<file path="src/rtl/gon_bus.sv">
// gon_bus: gathers NUMS_SLAVE tagged source ports onto one master stream through a 2-entry FIFO
//   Parameters: NUMS_SLAVE sources, ID_SIZE id/tag width; data width is `DATA_BITS.
//   Ports: clk, rst (async, active-high); tag selects the source id the master reads from;
//          slave_valid/slave_data/slave_ready per source; master_valid/master_data/master_ready
//          output stream; set_id/ID_scan_in/ID_scan_out id scan chain; err_multi sticky collision flag.
//   Macro GON_COLLISION_CHECK_EN enables multi-match detection on err_multi (tied to 0 otherwise).
`ifndef DATA_BITS
`define DATA_BITS 8
`endif
`ifndef XID_BITS
`define XID_BITS 4
`endif
`ifndef NUMS_PE_COL
`define NUMS_PE_COL 4
`endif
module gon_bus #(
    parameter int NUMS_SLAVE = `NUMS_PE_COL,
    parameter int ID_SIZE    = `XID_BITS
) (
    input  logic                             clk,
    input  logic                             rst,
    input  logic [ID_SIZE-1:0]               tag,
    input  logic [NUMS_SLAVE-1:0]            slave_valid,
    input  logic [NUMS_SLAVE*`DATA_BITS-1:0] slave_data,
    output logic [NUMS_SLAVE-1:0]            slave_ready,
    output logic                             master_valid,
    output logic [`DATA_BITS-1:0]            master_data,
    input  logic                             master_ready,
    input  logic                             set_id,
    input  logic [ID_SIZE-1:0]               ID_scan_in,
    output logic [ID_SIZE-1:0]               ID_scan_out,
    output logic                             err_multi
);
    localparam int DW = `DATA_BITS;
    logic [ID_SIZE-1:0]    id_q [NUMS_SLAVE];
    logic [NUMS_SLAVE-1:0] hit, sel;
    logic [DW-1:0]         mem_q [2];
    logic [DW-1:0]         push_data;
    logic                  wr_q, rd_q, push, pop;
    logic [1:0]            cnt_q, cnt_d;
    always_comb begin
        hit = '0;
        for (int i = 0; i < NUMS_SLAVE; i++) hit[i] = (id_q[i] == tag) && slave_valid[i];
    end
    // Two's-complement trick isolates the lowest set bit: lowest-index source wins.
    assign sel = hit & (~hit + 1'b1);
    // Readiness looks only at the registered count, so a full FIFO never bypasses on a pop.
    assign slave_ready  = (!set_id && cnt_q != 2'd2) ? sel : '0;
    assign push         = |slave_ready;
    assign pop          = master_valid && master_ready;
    assign master_valid = cnt_q != 2'd0;
    assign master_data  = mem_q[rd_q];
    assign ID_scan_out  = id_q[NUMS_SLAVE-1];
    assign cnt_d        = cnt_q + {1'b0, push} - {1'b0, pop};
    always_comb begin
        push_data = '0;
        for (int i = 0; i < NUMS_SLAVE; i++) push_data = push_data | (sel[i] ? slave_data[i*DW +: DW] : '0);
    end
    always_ff @(posedge clk or posedge rst) begin
        if (rst) begin
            for (int i = 0; i < NUMS_SLAVE; i++) id_q[i] <= '0;
        end else if (set_id) begin
            id_q[0] <= ID_scan_in;
            for (int i = 1; i < NUMS_SLAVE; i++) id_q[i] <= id_q[i-1];
        end
    end
    always_ff @(posedge clk or posedge rst) begin
        if (rst) begin
            mem_q[0] <= '0;
            mem_q[1] <= '0;
            wr_q     <= 1'b0;
            rd_q     <= 1'b0;
            cnt_q    <= 2'd0;
        end else begin
            if (push) begin
                mem_q[wr_q] <= push_data;
                wr_q        <= ~wr_q;
            end
            if (pop) rd_q <= ~rd_q;
            cnt_q <= cnt_d;
        end
    end
`ifdef GON_COLLISION_CHECK_EN
    logic err_q;
    // hit & (hit-1) is nonzero exactly when more than one bit is set.
    always_ff @(posedge clk or posedge rst) begin
        if (rst) err_q <= 1'b0;
        else if (!set_id && (hit & (hit - 1'b1)) != '0) err_q <= 1'b1;
    end
    assign err_multi = err_q;
`else
    assign err_multi = 1'b0;
`endif
endmodule

</file>
<file path="config.mk">
export PLATFORM = sky130hd
export DESIGN_NAME = gon_bus
export DESIGN_NICKNAME = d
export VERILOG_FILES = /design/src/rtl/gon_bus.sv
export SDC_FILE = /design/constraint.sdc
export NUM_CORES = 1
export LEC_CHECK = 0
export ABC_AREA = 0
export CORE_UTILIZATION = 40
export DETAILED_ROUTE_END_ITERATION = 8
export GPL_ROUTABILITY_DRIVEN = 0
export MAX_ROUTING_LAYER = met4
export PLACE_DENSITY_LB_ADDON = 0.12
export SETUP_SLACK_MARGIN = 0.1
export SLEW_MARGIN = 20
export SYNTH_ARGS = -nofsm -noshare
export SYNTH_HDL_FRONTEND = slang
export SYNTH_SLANG_ARGS = --single-unit
</file>
<file path="constraint.sdc">
create_clock -name clk -period 7.1 [get_ports clk]
set_input_delay 1.775 -clock clk [delete_from_list [all_inputs] [get_ports clk]]
set_output_delay 1.775 -clock clk [all_outputs]
set_load 0.01 [all_outputs]
</file>
[Word level (Yosys, flattened, before mapping)]
Cells that the tools add are included.
Widths: inputs -> output; s select.
Operators by class
  equal/unequal tests: 5
  multiply operators: 0
  bitwise operators: 9
  multiplexer cells: 11
  magnitude comparators: 3
  reductions and logical operators: 10
  shift-type cells: 0
  $add $sub $neg: 3
  div/mod/pow operators: 0
Operators with widths (number)
  $mux 8: 8
  $or 8x8->8: 3
  $bwmux 16: 1
  $eq 4x4->1: 4
  $demux 8 s1: 1
  $logic_and 1x1->1: 7
  $add 4x1->4 const B: 1
  $and 4x4->4: 1
  $ge 2x2->1 const B: 2
  $mux 4: 1
  $not 1->2: 2
  $not 4->4: 1
  $reduce_or 4->1: 1
  $add 2x1->2: 1
  $lt 2x1->1 const B: 1
  $ne 2x2->1 const B: 1
  $not 1->1: 2
  $reduce_bool 2->1: 1
  $sub 2x1->2: 1
  $logic_not 1->1: 1
Word-level totals
  bits in writable memories: 0
  latch bits: 0
  input port bits: 48
  memory bits (read-only): 0
  word-level logic and storage cells: 50
  memories kept: 0
  flip-flop bits (word level): 36
  output and inout bits: 18

[Longest topological paths before layout]
Gate-level depths: netlist of the first run.
  depth in word-level cells: 10
  gate-level depth with buffers: 9

[Worst setup path before layout of the first run]
Ideal clock, no wire load.
  path type: input port to output port
  start: input port tag[3]
  end: output port slave_ready[3]
  data arrival time: 3.087 ns
  setup slack: 2.238 ns
  cell stages on the path: 6
  buffers on the path: 2
  cells stage by stage: buf_2 o2111a_1 and3_1 buf_2 nor4_4 and2_1
On the way
  word-level cells in the longest chain between the ends: 6
  elaborated cells between the ends (all ways): 12
  classes of those cells: add/sub: 1; eq/ne: 4; mux: 1; bitwise: 2; reduce/logical: 4
Ends and longest elaborated chain
  start, declared: RTL line 22  | input logic [ID_SIZE-1:0] tag,
  $eq 4x4->1: RTL line 43  | for (int i = 0; i < NUMS_SLAVE; i++) hit[i] = (id_q[i] == tag) && slave_valid[i];
  $logic_and 1x1->1: RTL line 43
  $not 4->4: RTL line 46  | assign sel = hit & (~hit + 1'b1);
  $add 4x1->4: RTL line 46
  $and 4x4->4 *: RTL line 46
  $mux 4 *: RTL line 48  | assign slave_ready = (!set_id && cnt_q != 2'd2) ? sel : '0;
  end, declared: RTL line 25  | output logic [NUMS_SLAVE-1:0] slave_ready,
Every way passes the cells marked *; elsewhere a longest branch is shown, timed or not.

[Worst setup path after layout of the first run]
Same ends and word-level chain as after synthesis.

==> run metrics, run 1 <==
status=completed; MaxCap Viol Count=0; die width=73.1 µm; final non-filler cell total=323; fraction of layout cells with a size suffix above 1=0.145; Nets=305; I/O Buffers=64; number of global-route vias before repair=1590; Tot GR Track Use=0.202; Setup WS post-layout=1200 ps; top-count cell post-synth=dfrtp_1; CP required=5330 ps; Seq. cell area=901 µm²; Synth Net Count=248; final setup violating endpoints=0; clk slew on worst S/H paths=70 ps; # clock sinks=36; Max Clock Skew=4.39 ps; CTS resizes=0; Hold-fix buffers, CTS=0; Yosys top cell area share=0.445; Fin. Hold Viols=0; Die ar.=5350 µm²; Worst slew margin=0.440; Post-CTS Setup Repair Bufs=0; initial antenna violation count=0; Core ar.=4790 µm²; Reg power frac=0.411; Place WS=1230 ps; clock group share of total power=0.185; worst hold path class=register to register; Mean Syn Cell Area=10.2 µm²; Area contributors post-synth=dfrtp_1 45%, mux2_2 12%, a31oi_1 4.9%; RSZ-0062 raised after global routing=no; peak supply drop=159 µV; Via density=5.11; CP Max Fanout=10; n_diodes=0; TritonCTS Buffers=5; leakage=0.00121 µW; largest net degree at the start of global routing=37; clock buffer depth=2; Rows=25; # DRC=0; Die H=73.1 µm; CP arrival=4120 ps; WL per Instance=15.4 µm; gr ovfl total=0; Fill cells=429; area grow syn2layout=36.6%; top cells by count, synth=36 x dfrtp_1, 21 x mux2_2, 18 x nor2_1; Net Sw Power=256 µW; Gate power share=0.404; Routed Antenna Nets=0; P per Cell Area=292 nW/µm²; setup TNS=0 ps; Final period util=0.830; CP Launch Type=input port; switching share of power=0.317; synth unique cells=35; CTS tree=done; synthesized area=2020 µm²; First-pass DRT Iterations=5; critical path endpoint category=output port; Starting Density=0.423; Int Pwr=551 µW; H-tree lvl count=2; cell taking the most area after synthesis=dfrtp_1; Cells after Synth=198; I/O pin total=66; multi-input logic area=1000 µm²; DRT iter0 DRCs=59; max-slew violations=0; first-pass GRT wire length=7.70 mm; placed cells=315; Fmax=170 MHz; vias=1651; post-synthesis sequential area ratio=0.445; Post-synth top flop=dfrtp_1; CP Class=input port to output port; DP HPWL=3.66 mm; Seq cells post-synth=36; YS warnings=0; final worst path period need=5900 ps; number of flops mapped to enable cells by yosys=0; Post-synth ARST share=1.00; Slew @ Worst Pin=838 ps; Clock Tree Root=clkbuf_8; WL final=4.96 mm; clk_lat worst skew=290 ps
[per-layer routing]
metal	part of all wire	vias to the layer above	wire length, µm	track usage
met5	0	-	0	-
met4	0.019	0	92	0.0741
met3	0.050	7	246	0.0539
met2	0.46	51	2260	0.310
met1	0.48	782	2360	0.257
li1	-	811	-	-
[worst max-delay path: stages]
cell             delay (ps)
clkdlybuf4s50_1         530
a222oi_1                420
and3_1                  490
nor4_4                   90
buf_4                   190
and2_1                  170
clkdlybuf4s50_1         470
[per-stage QoR]
step	power [µW]	area [µm²]	hold slack [ps]	util
finish	806	2760	493	0.578
global route	863	2760	520	0.578
CTS	816	2760	488	0.578
detailed placement	663	2670	474	0.558
global placement	656	2670	471	0.558
floorplan	522	2020	454	-
[path summary, 6_finish.rpt]
check                           cells after the start  startpoint        endpoint  slack [ps]
worst max-delay path                                7      tag[3]  slave_ready[3]        1200
worst min-delay path                                1        wr_q            wr_q         490
worst max register to register                      6    id_q[15]        mem_q[5]        4720
worst min register to register                      1        wr_q            wr_q         490
max in group asynchronous                           3         rst            wr_q        4890
min in group asynchronous                           3         rst       mem_q[13]        1900
[cell families after synthesis]
family          after synthesis  synth area share
compound gates               42             0.148
xor+xnor                     17            0.0736
fa+ha+maj                     2            0.0124
buf+inv                      23            0.0581
flops                        36             0.445
mux                          21             0.117
other cells                   1           0.00185
simple gates                 56             0.143
[layout make-up]
class	instances	share of cell area
clock buffer	6	0.0299
clock inverter	2	0.00362
inverter	7	0.00951
multi-input combinational	139	0.364
sequential	36	0.326
tap	67	0.0303
timing repair buffer	66	0.237
[state kept, by name, summed over array words and instances (netlist names)]
| register | count |
|---|---|
| wr_q | 1 |
| mem_q | 16 |
| id_q | 12 |
| ID_scan_out | 4 |
| rd_q | 1 |
| cnt_q | 2 |
[cells in the final DEF (no fill, tap or decap), types with 2 or more instances in the layout]
master	netlist	layout
inv_1	6	6
and2_1	2	2
o21ai_0	3	3
a31oi_1	16	16
clkinv_2	0	2
and3_1	10	10
nand3_1	2	2
nand2b_1	3	3
xnor2_1	6	6
dfrtp_1	36	36
nor3_1	3	3
nand2_1	12	12
clkbuf_8	0	6
clkdlybuf4s50_1	0	64
mux2_2	21	21
a41oi_2	2	2
xor2_1	11	11
a21o_1	9	9
nor2_1	18	18
ha_1	2	2
o22ai_1	8	8
buf_4	5	2
[power by group through the flow]
stage	clock, µW	combinational [µW]	sequential, µW
floorplan	0	211	311
global placement	0	323	333
detailed placement	0	328	335
CTS	154	330	333
global route	161	359	342
finish	149	326	332
(Power assumes the default switching activity.)
==> run 2: changes to the inputs <==
==> constraint.sdc (replaced) <==
create_clock -name clk -period 4.9 [get_ports clk]
set_input_delay 1.225 -clock clk [delete_from_list [all_inputs] [get_ports clk]]
set_output_delay 1.225 -clock clk [all_outputs]
set_load 0.01 [all_outputs]
==> run metrics, run 2 (synthesized netlist as in run 1, its figures left out) <==
CTS tree=done; area grow syn2layout=37.4%; CP dominant cell by count=clkdlybuf4s50_1; Fmax=216 MHz; Rows=25 (unchanged); P per Cell Area=414 nW/µm² (+42%); Max Clock Skew=6.61 ps (+2.23 ps); gr ovfl total=0 (unchanged); TritonCTS Buffers=5 (unchanged); DRT iter0 DRCs=138 (+130%); Int Pwr=784 µW (+42%); Finished Cell Area=2780 µm² (+0.54%); Via density=5.02 (-1.8%); clk_lat worst skew=280 ps (about the same); Gate power share=0.412 (+0.008); total power draw=1150 µW (+43%); H-tree lvl count=2 (unchanged); worst hold path class=register to register; clock buffer depth=2 (unchanged); critical path endpoint category=output port; final setup violating endpoints=0 (unchanged); Tot GR Track Use=0.209 (+0.00668); Routed Antenna Nets=0 (unchanged); CP Class=input port to output port; switching share of power=0.320 (+0.00239); CTS resizes=0 (unchanged); clk slew on worst S/H paths=60 ps (about the same); leakage=0.00122 µW (+0.72%); Nets=309 (+1.3%); Clock Tree Root=clkbuf_8; MaxCap Viol Count=0 (unchanged); Crit path max-delay family=buffers and inverters; CP arrival=3410 ps (-710 ps); Cell Chain, Critical Path=clkdlybuf4s50_1 > xor2_1 > nor3_1 > nand3_1 > nor4_1 > clkdlybuf4s50_1; # clock sinks=36 (unchanged); clock group share of total power=0.170 (-0.015); Post-CTS Setup Repair Bufs=0 (unchanged); CP Launch Type=input port; WP buf/inv=2 (-1); most frequent cells in the layout=64 x clkdlybuf4s50_1, 36 x dfrtp_1, 21 x mux2_2; number of global-route vias before repair=1718 (+8.1%); most common cell after layout, fill and taps aside=clkdlybuf4s50_1; CP max stage delay=610 ps (+80 ps); Final period util=0.947; Die ar.=5350 µm² (unchanged); Slew @ Worst Pin=752 ps (-85.4 ps); Worst slew margin=0.498 (+0.0587); First-pass DRT Iterations=5 (unchanged); fraction of layout cells with a size suffix above 1=0.151 (+0.00605); die width=73.1 µm (unchanged); Net Sw Power=368 µW (+44%); Core ar.=4790 µm² (unchanged); setup TNS=0 ps (unchanged); Slowest cell on crit path=clkdlybuf4s50_1; I/O pin total=66 (unchanged); first-pass GRT wire length=8.17 mm (+6.1%); Setup WS post-layout=261 ps (-943 ps); WL per Instance=15.0 µm (-2.6%); fin util=0.581 (+0.00314); max-slew violations=0 (unchanged); final worst path period need=4640 ps; Largest Register=mem_q; Fill cells=431 (+0.47%); Fin. Hold Viols=0 (unchanged); Starting Density=0.423 (unchanged); initial antenna violation count=0 (unchanged); Reg power frac=0.418 (+0.007); n_diodes=0 (unchanged); WL final=4.88 mm (-1.7%); vias=1637 (-0.85%); Die H=73.1 µm (unchanged); CP required=3670 ps (-1660 ps); Hold-fix buffers, CTS=0 (unchanged); Post-DP Area=2700 µm² (+1.1%); I/O Buffers=64 (unchanged); DP HPWL=3.63 mm (-0.91%); Place WS=268 ps (-964 ps); peak supply drop=257 µV (+62%); CP Max Fanout=4 (-6); largest net degree at the start of global routing=37 (unchanged); # DRC=0 (unchanged); RSZ-0062 raised after global routing=no; status=completed; number of flip-flops in the largest register=16 (unchanged)
[run 2: changes by cell type in the layout (fill, tap and decap cells not counted), sizes merged]
cell | before | now
buf | 2 | 6
clkinv | 2 | 1
[run 2: through the flow]
step                cells  hold WS (ps)
floorplan             198           454
global placement      319           474
detailed placement    319           474
CTS                   326           487
global route          326           510
finish                326           489
[run 2: worst paths after layout]
check	from	to	slack (ps)	cells after the start
max reg2reg	id_q[9]	mem_q[8]	2720	7
min reg2reg	wr_q	wr_q	490	1
min	wr_q	wr_q	490	1
min in group asynchronous	rst	mem_q[10]	1340	3
max in group asynchronous	rst	mem_q[0]	3220	3
max	tag[2]	slave_ready[2]	260	6
[run 2: power groups by stage]
| stage | combinational, µW | sequential, µW | clock, µW |
|---|---|---|---|
| 5_1_grt | 527 | 495 | 214 |
| 4_1_cts | 478 | 480 | 201 |
| 6_report | 475 | 481 | 196 |
| 3_5_place_dp | 475 | 486 | 0 |
| 3_3_place_gp | 470 | 484 | 0 |
| 2_1_floorplan | 306 | 450 | 0 |
[run 2: area by class of cell]
| class | instances | area [µm²] | share of cell area |
|---|---|---|---|
| clock buffers | 6 | 72.6 | 0.0261 |
| inverters | 7 | 26.3 | 0.00946 |
| well taps | 67 | 83.8 | 0.0302 |
| repair buffers | 70 | 686 | 0.247 |
| multi-input cells | 139 | 1000 | 0.362 |
| clock inverters | 1 | 5.00 | 0.00180 |
| flip-flops and latches | 36 | 901 | 0.324 |
[run 2: layer usage]
| layer | GRT usage | vias to the layer above | share of wire | routed length, µm |
|---|---|---|---|---|
| met1 | 0.279 | 766 | 0.49 | 2400 |
| li1 | - | 821 | - | - |
| met3 | 0.0442 | 2 | 0.047 | 230 |
| met5 | - | - | 0 | 0 |
| met2 | 0.320 | 48 | 0.46 | 2220 |
| met4 | 0.0588 | 0 | 0.0045 | 22 |
==> run 3: changes to the inputs <==
--- a/config.mk
+++ b/config.mk
@@ -12,7 +12,7 @@
 export MAX_ROUTING_LAYER = met4
 export PLACE_DENSITY_LB_ADDON = 0.12
 export SETUP_SLACK_MARGIN = 0.1
-export SLEW_MARGIN = 20
+export SLEW_MARGIN = 0
 export SYNTH_ARGS = -nofsm -noshare
 export SYNTH_HDL_FRONTEND = slang
 export SYNTH_SLANG_ARGS = --single-unit
==> results of run 3 <==
No change in the layout: final DEF, timing and power equal those of run 2.
